==> src/rtl/mem_arbiter.sv <==
// mem_arbiter: shares one RAM port between an instruction-fetch requester and
// a data requester. Data normally wins, but an instruction request is forced
// through after STARVE_MAX consecutive data grants made while it was waiting.
//
// Ports:
//   CLK, RST            clock and synchronous active-high reset
//   iREN, iaddr         instruction fetch request and word address
//   dREN, dWEN          data read / write request (write wins if both are high)
//   daddr, dstore       data address and store data
//   ihit, iload         one-cycle instruction completion pulse, fetched word
//   dhit, dload         one-cycle data completion pulse, loaded word
//   ramREN, ramWEN      RAM read / write strobes
//   ramaddr, ramstore   RAM address and write data
//   ramload             RAM read data
//   ramstate            RAM status: 0 FREE, 1 BUSY, 2 ACCESS, 3 ERROR
//   memerr              sticky flag, set by any RAM ERROR, cleared only by reset
module mem_arbiter #(
  parameter int unsigned STARVE_MAX = 4
) (
  input  logic        CLK,
  input  logic        RST,
  input  logic        iREN,
  input  logic [31:0] iaddr,
  input  logic        dREN,
  input  logic        dWEN,
  input  logic [31:0] daddr,
  input  logic [31:0] dstore,
  output logic        ihit,
  output logic [31:0] iload,
  output logic        dhit,
  output logic [31:0] dload,
  output logic        ramREN,
  output logic        ramWEN,
  output logic [31:0] ramaddr,
  output logic [31:0] ramstore,
  input  logic [31:0] ramload,
  input  logic [1:0]  ramstate,
  output logic        memerr
);

  localparam logic [2:0] IDLE = 3'd0;
  localparam logic [2:0] DBUS = 3'd1;
  localparam logic [2:0] IBUS = 3'd2;
  localparam logic [2:0] DHIT = 3'd3;
  localparam logic [2:0] IHIT = 3'd4;

  localparam logic [1:0] R_FREE   = 2'd0;
  localparam logic [1:0] R_BUSY   = 2'd1;
  localparam logic [1:0] R_ACCESS = 2'd2;
  localparam logic [1:0] R_ERROR  = 2'd3;

  localparam logic [2:0] STARVE_LIM = 3'(STARVE_MAX);

  logic [2:0]  state_q, state_d;
  logic [2:0]  starve_q, starve_d;
  logic [31:0] daddr_q, daddr_d;
  logic [31:0] dstore_q, dstore_d;
  logic        dwr_q, dwr_d;
  logic [31:0] iaddr_q, iaddr_d;
  logic [31:0] iload_q, iload_d;
  logic [31:0] dload_q, dload_d;
  logic        memerr_q, memerr_d;
  logic        ihit_q, ihit_d;
  logic        dhit_q, dhit_d;
  logic        ramren_q, ramren_d;
  logic        ramwen_q, ramwen_d;
  logic [31:0] ramaddr_q, ramaddr_d;
  logic [31:0] ramstore_q, ramstore_d;

  // Next-state, request latching, starvation counting and RAM result capture.
  always_comb begin
    state_d  = state_q;
    starve_d = starve_q;
    daddr_d  = daddr_q;
    dstore_d = dstore_q;
    dwr_d    = dwr_q;
    iaddr_d  = iaddr_q;
    iload_d  = iload_q;
    dload_d  = dload_q;
    memerr_d = memerr_q;
    case (state_q)
      IDLE: begin
        if (iREN && (starve_q == STARVE_LIM)) begin
          // instruction side has waited long enough: force it through
          state_d  = IBUS;
          iaddr_d  = iaddr;
          starve_d = 3'd0;
        end else if (dREN || dWEN) begin
          state_d  = DBUS;
          daddr_d  = daddr;
          dstore_d = dstore;
          dwr_d    = dWEN;
          if (iREN) begin
            starve_d = (starve_q == STARVE_LIM) ? STARVE_LIM : starve_q + 3'd1;
          end else begin
            starve_d = 3'd0;
          end
        end else if (iREN) begin
          state_d  = IBUS;
          iaddr_d  = iaddr;
          starve_d = 3'd0;
        end else begin
          starve_d = 3'd0;
        end
      end
      DBUS: begin
        case (ramstate)
          R_ACCESS: begin
            if (!dwr_q) begin
              dload_d = ramload;
            end else begin
              dload_d = dload_q;
            end
            state_d = DHIT;
          end
          R_ERROR: begin
            memerr_d = 1'b1;
            state_d  = IDLE;
          end
          R_FREE, R_BUSY: state_d = DBUS;
          default:        state_d = DBUS;
        endcase
      end
      IBUS: begin
        case (ramstate)
          R_ACCESS: begin
            iload_d = ramload;
            state_d = IHIT;
          end
          R_ERROR: begin
            memerr_d = 1'b1;
            state_d  = IDLE;
          end
          R_FREE, R_BUSY: state_d = IBUS;
          default:        state_d = IBUS;
        endcase
      end
      DHIT:    state_d = IDLE;
      IHIT:    state_d = IDLE;
      default: state_d = IDLE;
    endcase
  end

  // Output decode from the upcoming state so every output leaves a flop.
  always_comb begin
    ihit_d     = (state_d == IHIT);
    dhit_d     = (state_d == DHIT);
    ramren_d   = (state_d == IBUS) || ((state_d == DBUS) && !dwr_d);
    ramwen_d   = (state_d == DBUS) && dwr_d;
    if (state_d == DBUS) begin
      ramaddr_d  = daddr_d;
      ramstore_d = dstore_d;
    end else if (state_d == IBUS) begin
      ramaddr_d  = iaddr_d;
      ramstore_d = 32'd0;
    end else begin
      ramaddr_d  = 32'd0;
      ramstore_d = 32'd0;
    end
  end

  // State and output registers with synchronous reset.
  always_ff @(posedge CLK) begin
    if (RST) begin
      state_q    <= IDLE;
      starve_q   <= 3'd0;
      daddr_q    <= 32'd0;
      dstore_q   <= 32'd0;
      dwr_q      <= 1'b0;
      iaddr_q    <= 32'd0;
      iload_q    <= 32'd0;
      dload_q    <= 32'd0;
      memerr_q   <= 1'b0;
      ihit_q     <= 1'b0;
      dhit_q     <= 1'b0;
      ramren_q   <= 1'b0;
      ramwen_q   <= 1'b0;
      ramaddr_q  <= 32'd0;
      ramstore_q <= 32'd0;
    end else begin
      state_q    <= state_d;
      starve_q   <= starve_d;
      daddr_q    <= daddr_d;
      dstore_q   <= dstore_d;
      dwr_q      <= dwr_d;
      iaddr_q    <= iaddr_d;
      iload_q    <= iload_d;
      dload_q    <= dload_d;
      memerr_q   <= memerr_d;
      ihit_q     <= ihit_d;
      dhit_q     <= dhit_d;
      ramren_q   <= ramren_d;
      ramwen_q   <= ramwen_d;
      ramaddr_q  <= ramaddr_d;
      ramstore_q <= ramstore_d;
    end
  end

  assign ihit     = ihit_q;
  assign dhit     = dhit_q;
  assign iload    = iload_q;
  assign dload    = dload_q;
  assign ramREN   = ramren_q;
  assign ramWEN   = ramwen_q;
  assign ramaddr  = ramaddr_q;
  assign ramstore = ramstore_q;
  assign memerr   = memerr_q;

endmodule

==> config.mk <==
export PLATFORM = sky130hd
export DESIGN_NAME = mem_arbiter
export DESIGN_NICKNAME = d
export VERILOG_FILES = /design/src/rtl/mem_arbiter.sv
export SDC_FILE = /design/constraint.sdc
export NUM_CORES = 1
export LEC_CHECK = 0
export CAP_MARGIN = 30
export CORE_MARGIN = 4
export CORE_UTILIZATION = 42
export CTS_CLUSTER_DIAMETER = 50
export DETAILED_ROUTE_END_ITERATION = 7
export PLACE_DENSITY = 0.77
export SYNTH_ARGS = -nofsm -noshare
export SYNTH_HDL_FRONTEND = slang
export SYNTH_SLANG_ARGS = --single-unit
==> constraint.sdc <==
create_clock -name CLK -period 2.1 [get_ports CLK]
set_clock_uncertainty 0.15 [all_clocks]
set_input_delay 0.42 -clock CLK [delete_from_list [all_inputs] [get_ports CLK]]
set_output_delay 0.42 -clock CLK [all_outputs]
set_load 0.02 [all_outputs]
* Word level (Yosys, flattened, before mapping)
Cells that the tools add are included.
** Storage, ports and cells
- Output and inout bits :: 133
- Word-level logic and storage cells :: 67
- Bits in registers :: 236
- Bits of input ports :: 135
** Cells by class
- Mux-type cells :: 25
- Eq/ne operators :: 10
- Add/subtract/negate cells :: 1
- Reductions and logical operators :: 14
- Bitwise gates (word level) :: 2
** Operator list (number)
- 32-bit two-way mux :: 12
- 3-bit one-hot mux with 3 select lines :: 3
- 3-bit two-way mux :: 7
- 3-bit by 2-bit equality test with 1-bit output, second input constant :: 3
- 3-bit by 1-bit equality test with 1-bit output, second input constant :: 2
- 3-bit equality test, second input constant :: 2
- 2-bit OR reduction :: 3
- 2-bit equality test, second input constant :: 2
- 2-bit AND reduction :: 2
- 3-bit by 1-bit adder with 3-bit output, second input constant :: 1
- 1-bit logical AND :: 3
- 3-bit zero test :: 1
- 1-bit two-way mux :: 3
- 3-bit AND reduction :: 1
- 2-bit by 1-bit equality test with 1-bit output, second input constant :: 1
- 2-bit zero test :: 1
- 1-bit logical OR :: 2
- 1-bit NOT :: 2
- 1-bit zero test :: 1

* Depth between registers and ports, before layout
Gate-level depths: netlist (run 1).
- Depth in word-level cells :: 7
- Mapped depth :: 8
- Gate-level depth less buffers :: 6

* Worst setup path before layout (run 1)
OpenSTA, ideal clock, no wires.
- Path kind :: flip-flop to flip-flop
- Start :: register starve_q[0]
- End :: register ramaddr_q[12] (netlist: ramaddr[12])
- Slack :: 127 ps
- Cell stages (with the launch flop) :: 9
- Required time :: 1812 ps
- Data arrival time :: 1685 ps
- Setup time :: 138 ps
- Period minus slack after synthesis :: 1973 ps
- Buffers on the path :: 2
- Cells stage by stage :: dfxtp_1 > inv_1 > ha_1 > o2bb2ai_1 > and3_1 > buf_4 > o211ai_2 > clkbuf_1 > o32ai_1
** On the way
- Word-level cells in the longest chain between the ends :: 7
- Elaborated cells on any way between the ends :: 12
- Classes of those cells :: eq/ne: 3; mux: 8; reduce/logical: 1
** RTL lines
- from (decl) :: RTL line 55 : logic [2:0] starve_q, starve_d;
- from (signal assigned) :: RTL line 182 : starve_q <= starve_d;
- 3-bit equality test (*) :: RTL line 83 : if (iREN && (starve_q == STARVE_LIM)) begin
- 1-bit logical AND (*) :: RTL line 83
- 3-bit two-way mux :: RTL line 83
- 3-bit one-hot mux with 3 select lines :: RTL line 81 : case (state_q)
- 3-bit by 2-bit equality test with 1-bit output :: RTL line 153 : end else if (state_d == IBUS) begin
- 32-bit two-way mux :: RTL line 153
- 32-bit two-way mux (*) :: RTL line 150 : if (state_d == DBUS) begin
- to (signal assigned) :: RTL line 194 : ramaddr_q <= ramaddr_d;
- to (decl) :: RTL line 67 : logic [31:0] ramaddr_q, ramaddr_d;
Every way passes the cells marked *; elsewhere a longest branch is shown, timed or not.
A chain may end at the register's enable or synchronous reset.

* Worst setup path in the final report (run 1)
- Start :: register ramstore_q[30] (netlist: ramstore[30])
- End :: output ramstore[30]
** RTL lines
- from (decl) :: RTL line 68 : logic [31:0] ramstore_q, ramstore_d;
- from (signal assigned) :: RTL line 195 : ramstore_q <= ramstore_d;
- to (decl) :: RTL line 35 : output logic [31:0] ramstore,
No word-level cell between the ends.

==> results of run 1 <==
==> flip-flops by register name, indices dropped and copies added, names as in the netlist <==
signal,cells
iload,32
ramREN,1
iaddr_q,32
ramWEN,1
dload,32
ramstore,32
ihit,1
dwr_q,1
state_q,3
starve_q,3
dhit,1
ramaddr,32
dstore_q,32
memerr,1
daddr_q,32
==> layout by cell type, fill, tap and decap left out, drive strengths merged, types with 2 or more instances in the layout <==
cell type,n
clkinv,2
inv,41
a21oi,68
dfxtp,236
dlymetal6s2s,12
clkbuf,40
clkdlybuf4s50,252
o32ai,33
nand2b,4
nor2b,64
nand2,129
mux2i,96
nor2,76
clkinvlp,2
buf,43
o211ai,2
ha,2
dlygate4sd2,2
a21o,2
nand3,3
nor3,35
==> cell families (layout without fill, tap and decap cells) <==
logic type / count (synthesis) / in the layout / synth area share [%]
AND/OR/NAND/NOR: 317 / 317 / 17.9
flip-flops: 236 / 236 / 56.4
AO/OA/AOI/OAI: 111 / 111 / 8.56
buffers and inverters: 100 / 395 / 5.11
multiplexers: 96 / 96 / 11.5
adder cells (fa/ha/maj): 2 / 2 / 0.299
XOR/XNOR: 2 / 2 / 0.209
==> path summary, 6_finish.rpt <==
path,end,cells after the start,start
hold / removal,dload[14]$_SDFFE_PP0P_,2,dload[14]$_SDFFE_PP0P_
setup / recovery,ramstore[30],1,ramstore[30]$_SDFF_PP0_
setup reg to reg,ramaddr[0]$_SDFF_PP0_,7,starve_q[0]$_SDFFE_PP0P_
hold reg to reg,dload[14]$_SDFFE_PP0P_,2,dload[14]$_SDFFE_PP0P_
==> metal layers <==
layer | share of wire (%) | GRT usage (%)
met1 | 42 | 24.9
met5 | 0 | 0
met2 | 48 | 33.9
met4 | 2.2 | 5.35
met3 | 7.9 | 4.62
==> through the flow <==
stage | utilization, % | setup TNS [ps] | hold slack, ps | power (W)
floorplan | - | 0 | 309 | 0.00586
global placement | 59.8 | -23010 | 291 | 0.00675
detailed placement | 59.8 | -27600 | 296 | 0.00677
CTS | 64.5 | 0 | 304 | 0.0114
global route | 64.7 | 0 | 318 | 0.0118
finish | 64.7 | 0 | 302 | 0.0113
==> where the power goes <==
part           switching, W  internal [W]
logic              0.000895      0.000919
clock network       0.00185       0.00279
registers          0.000101       0.00476
==> final cells by class <==
| type | instances | area (um^2) | area share [%] |
|---|---|---|---|
| clock buffer | 40 | 837 | 6.62 |
| clock inverter | 9 | 75.1 | 0.594 |
| tap | 265 | 332 | 2.62 |
| sequential | 236 | 4720 | 37.4 |
| multi-input combinational | 528 | 3270 | 25.9 |
| timing repair buffer | 310 | 3260 | 25.8 |
| inverter | 36 | 135 | 1.07 |
==> what timing repair did <==
action,CTS,global route
gates resized for setup,2,12
hold buffers,1,0
buffers inserted,0,2
endpoints found under the hold margin,4,0
setup endpoints to repair,2,25
pin swaps,0,2
==> results.md, run 1 <==
- Status: completed
- Yosys top cell area share: ~56%
- Yosys warning count: 0
- Syn Inst Count: approximately 860
- Vias: 6,993
- #FFs+latches synth: around 240
- Drt first-iter violations: 376
- Final setup margin: 48.2 ps
- Post-synthesis async set-or-reset flop share: 0%
- # IOs: 268
- Top delay family on crit path: buffers and inverters
- CP required: 1530 ps
- Ant diodes: 0
- Top cells by area, synth: dfxtp_1 56%, mux2i_1 11%, nand2_1 5.8%
- Post-synth EDFFs: 0
- Worst-Margin Slew: 389 ps
- CTS clk-pin slew, worst paths: roughly 60 ps
- Final cell count without fillers: 1,424
- Crit path buf inv count: 1
- Final hold violations: 0
- Synth Flop Type: dfxtp_1
- FF-to-FF setup slack: 100 ps
- CTS Root Cell: clkbuf_16
- Crit end category: output pin
- Num rows: 51
- Dpl hpwl: 15,800 um
- Post-DP Area: 11,700 um^2
- Crit Path Category: reg -> out
- GRT Overall Usage: roughly 20%
- CP cell instances: clkdlybuf4s50_1
- Power Density: approximately 900 nW/um^2
- Cells after DPL: approximately 1,400
- Biggest area consumer among synthesized cells: dfxtp_1
- Slew headroom: between 70% and 80%
- Sequential area share after synthesis: 56.4%
- Die area: around 22,000 um^2
- Design area: between 10,000 and 15,000 um^2
- H-tree level count: 1
- # DRC: 0
- Initial Util: a little over two fifths
- CTS buffer count: 28
- First-pass GRT wire length: 35,900 um
- Ratio of cells with drive above 1 in the final layout: a little under a tenth
- Leakage power: ~5.2 nW
- RSZ-0062 raised after global routing: no
- Latest clock arrival within the worst-skew pair: about 510 ps
- Final setup violation count: 0
- Final Slew Violations: 0
- Synth unique cells: 35
- Place WS: -245 ps
- Port bufs: about 270
- Worst VDD drop: just over 0.6 mV
- ANT nets after route: 0
- CTS Buffer Depth: 3
- Syn avg cell area: around 9.7 um^2
- Commonest cells post-synth: 236 x dfxtp_1, 129 x nand2_1, 96 x mux2i_1
- Total of max-cap violations: 0
- Die width: ~150 um
- Syn nets: ~1,000
- Fmax: 487 MHz
- Core Region: roughly 20,000 um^2
- Tmin final: between 2000 and 2500 ps
- Slowest-stage cell, CP: clkdlybuf4s50_1
- Nets@finish: between 1,000 and 1,500
- Vias in the first global route: just under 7,000
- Clk sinks: roughly 240
- Worst hold path class: reg -> reg
- Nature of the critical path startpoint: flip-flop
- Final GP Congestion: around 0.76
- GRT overflow: 0
- Most numerous cell in the Yosys netlist: dfxtp_1
- Initial antenna violation count: 0
- Crit-path max cell delay: approximately 630 ps
- First-pass DRT Iterations: 5
- Wire per inst: 16.2 um
- Fillcell total: approximately 1,600
- Max Fanout on Critical Path: 1
- Pin count of the biggest net entering global routing: approximately 90
- CP arrival: around 1500 ps
- Drt total wl: around 23,000 um
- Via density: approximately 5
- Post-synthesis cell area: 8370 um^2
- Chip height: between 100 and 150 um
- P&R area growth vs syn: 50.9%
- Tcrit/Tclk final: a little over nine tenths
- CTS tree: built
Power figures use the tool's default switching activity.
==> inputs of run 2 (changes only) <==
--- a/constraint.sdc
+++ b/constraint.sdc
@@ -4,2 +4,2 @@
 set_output_delay 0.42 -clock CLK [all_outputs]
-set_load 0.02 [all_outputs]
+set_load 0.005 [all_outputs]
==> results.md, run 2 (same netlist as run 1, synthesis figures left out) <==
- Vias in the first global route: 6,909 (unchanged)
- CP cell instances: inv_1 -> ha_1 -> o2bb2ai_1 -> and3_2 -> o211ai_4 -> buf_4 -> o32ai_1
- Commonest non-fill, non-tap cell in the layout: clkdlybuf4s50_1
- Drt first-iter violations: 388 (+3.2%)
- Initial Util: 42.9% (unchanged)
- Latest clock arrival within the worst-skew pair: 510 ps (about the same)
- P&R area growth vs syn: 50.6%
- Ratio of cells with drive above 1 in the final layout: 9.07% (-0.078 points)
- Place WS: -245 ps (unchanged)
- Power Total: 0.0112 W (-1.4%)
- Port bufs: 267 (unchanged)
- ANT nets after route: 0 (unchanged)
- RSZ-0062 raised after global routing: no
- Drt total wl: 22,900 um (-0.63%)
- Power Density: 885 nW/um^2 (-1.2%)
- Nets@finish: 1,276 (-0.078%)
- Worst hold path class: reg -> reg
- Post-route setup TNS: 0 ps (unchanged)
- Final setup violation count: 0 (unchanged)
- Crit-path max cell delay: 370 ps (-260 ps)
- Die width: 149 um (unchanged)
- CP required: 2340 ps (+810 ps)
- Die area: 22,300 um^2 (unchanged)
- Pin count of the biggest net entering global routing: 89 (unchanged)
- Ant diodes: 0 (unchanged)
- Nature of the critical path startpoint: flip-flop
- Fmax: 499 MHz (+2.5%)
- Worst-Margin Slew: 381 ps (-8.70 ps)
- CTS tree: built
- First-pass DRT Iterations: 4 (-1)
- Final hold violations: 0 (unchanged)
- Tcrit/Tclk final: 95.3% (-2.4 points)
- Dpl hpwl: 15,800 um (unchanged)
- Num rows: 51 (unchanged)
- Slew headroom: 74.6% (+0.58 points)
- CTS buffer count: 28 (unchanged)
- Max Fanout on Critical Path: 8 (+7)
- Clk sinks: 236 (unchanged)
- Total of max-cap violations: 0 (unchanged)
- Initial antenna violation count: 0 (unchanged)
- Worst VDD drop: 0.611 mV (+0.29%)
- Tmin final: 2000 ps (-49.7 ps)
- CTS Buffer Depth: 3 (unchanged)
- H-tree level count: 1 (unchanged)
- Crit Path Category: reg -> reg
- GRT Overall Usage: 19.7% (unchanged)
- Chip height: 149 um (unchanged)
- Final GP Congestion: 0.760 (unchanged)
- # DRC: 0 (unchanged)
- Leakage power: 4.99 nW (-4.4%)
- CTS Root Cell: clkbuf_16
- Final setup margin: 97.9 ps (+49.7 ps)
- Slowest-stage cell, CP: dfxtp_1
- First-pass GRT wire length: 35,900 um (unchanged)
- Wire per inst: 16.1 um (-0.56%)
- Via density: 4.88 (-0.56%)
- Status: completed
- CTS clk-pin slew, worst paths: 60 ps (about the same)
- FF-to-FF setup slack: 100 ps (about the same)
- Final Slew Violations: 0 (unchanged)
- Vias: 6,949 (-0.63%)
- CP arrival: 2240 ps (+760 ps)
- GRT overflow: 0 (unchanged)
- Post-DP Area: 11,700 um^2 (unchanged)
- Commonest cells after routing, fill and taps aside: 266 x clkdlybuf4s50_1, 236 x dfxtp_1, 129 x nand2_1, 96 x mux2i_1, 76 x nor2_1
- Design area: 12,600 um^2 (-0.25%)
- Crit end category: flip-flop
- # IOs: 268 (unchanged)
- Core Region: 19,500 um^2 (unchanged)
==> run 2: power breakdown <==
group	total, W	switching [W]	internal [W]
clock network	0.00463	0.00184	0.00279
logic	0.00166	0.000741	0.000919
registers	0.00487	0.000102	0.00476
==> run 2: through the flow <==
step	utilization, %	hold WS, ps	std cells
after CTS	64.5	304	1422
after global routing	64.6	318	1423
after detailed placement	59.8	296	1372
after global placement	59.8	291	1372
final	64.6	302	1423
after floorplan	-	303	864
==> run 2: routing by layer <==
metal / GRT usage [%] / vias up / wire length [um]
met4: 5.35 / 0 / 514
met2: 33.9 / 248 / 11000
met1: 24.9 / 3244 / 9560
met3: 4.62 / 38 / 1800
li1: - / 3419 / -
met5: 0 / - / 0
==> run 2: final timing paths <==
path,start,endpoint,cells after the start
worst max-delay path,starve_q[0]$_SDFFE_PP0P_,ramaddr[2]$_SDFF_PP0_,7
worst min-delay path,dload[14]$_SDFFE_PP0P_,dload[14]$_SDFFE_PP0P_,2
worst max register to register,starve_q[0]$_SDFFE_PP0P_,ramaddr[2]$_SDFF_PP0_,7
worst min register to register,dload[14]$_SDFFE_PP0P_,dload[14]$_SDFFE_PP0P_,2
==> run 2: layout make-up <==
type	count	area [um^2]
Fill cell	1601	6920
Sequential cell	236	4720
Multi-Input combinational cell	528	3270
Timing Repair Buffer	309	3230
Clock buffer	40	837
Tap cell	265	332
Inverter	36	135
Clock inverter	9	75.1
==> run 2: what timing repair did <==
action                                 in CTS  in global routing
gates resized for setup                     0                  1
hold buffers                                1                  0
setup endpoints to repair                   0                 13
endpoints found under the hold margin       4                  0
setup buffers                               0                  1
==> run 2: critical path, delay by kind of cell, from the launching register on <==
kind	cells	cell delay, ps
adder cells (fa/ha/maj)	1	220
AND/OR/NAND/NOR	1	310
buffers and inverters	2	280
AO/OA/AOI/OAI	3	560
flip-flops	1	370
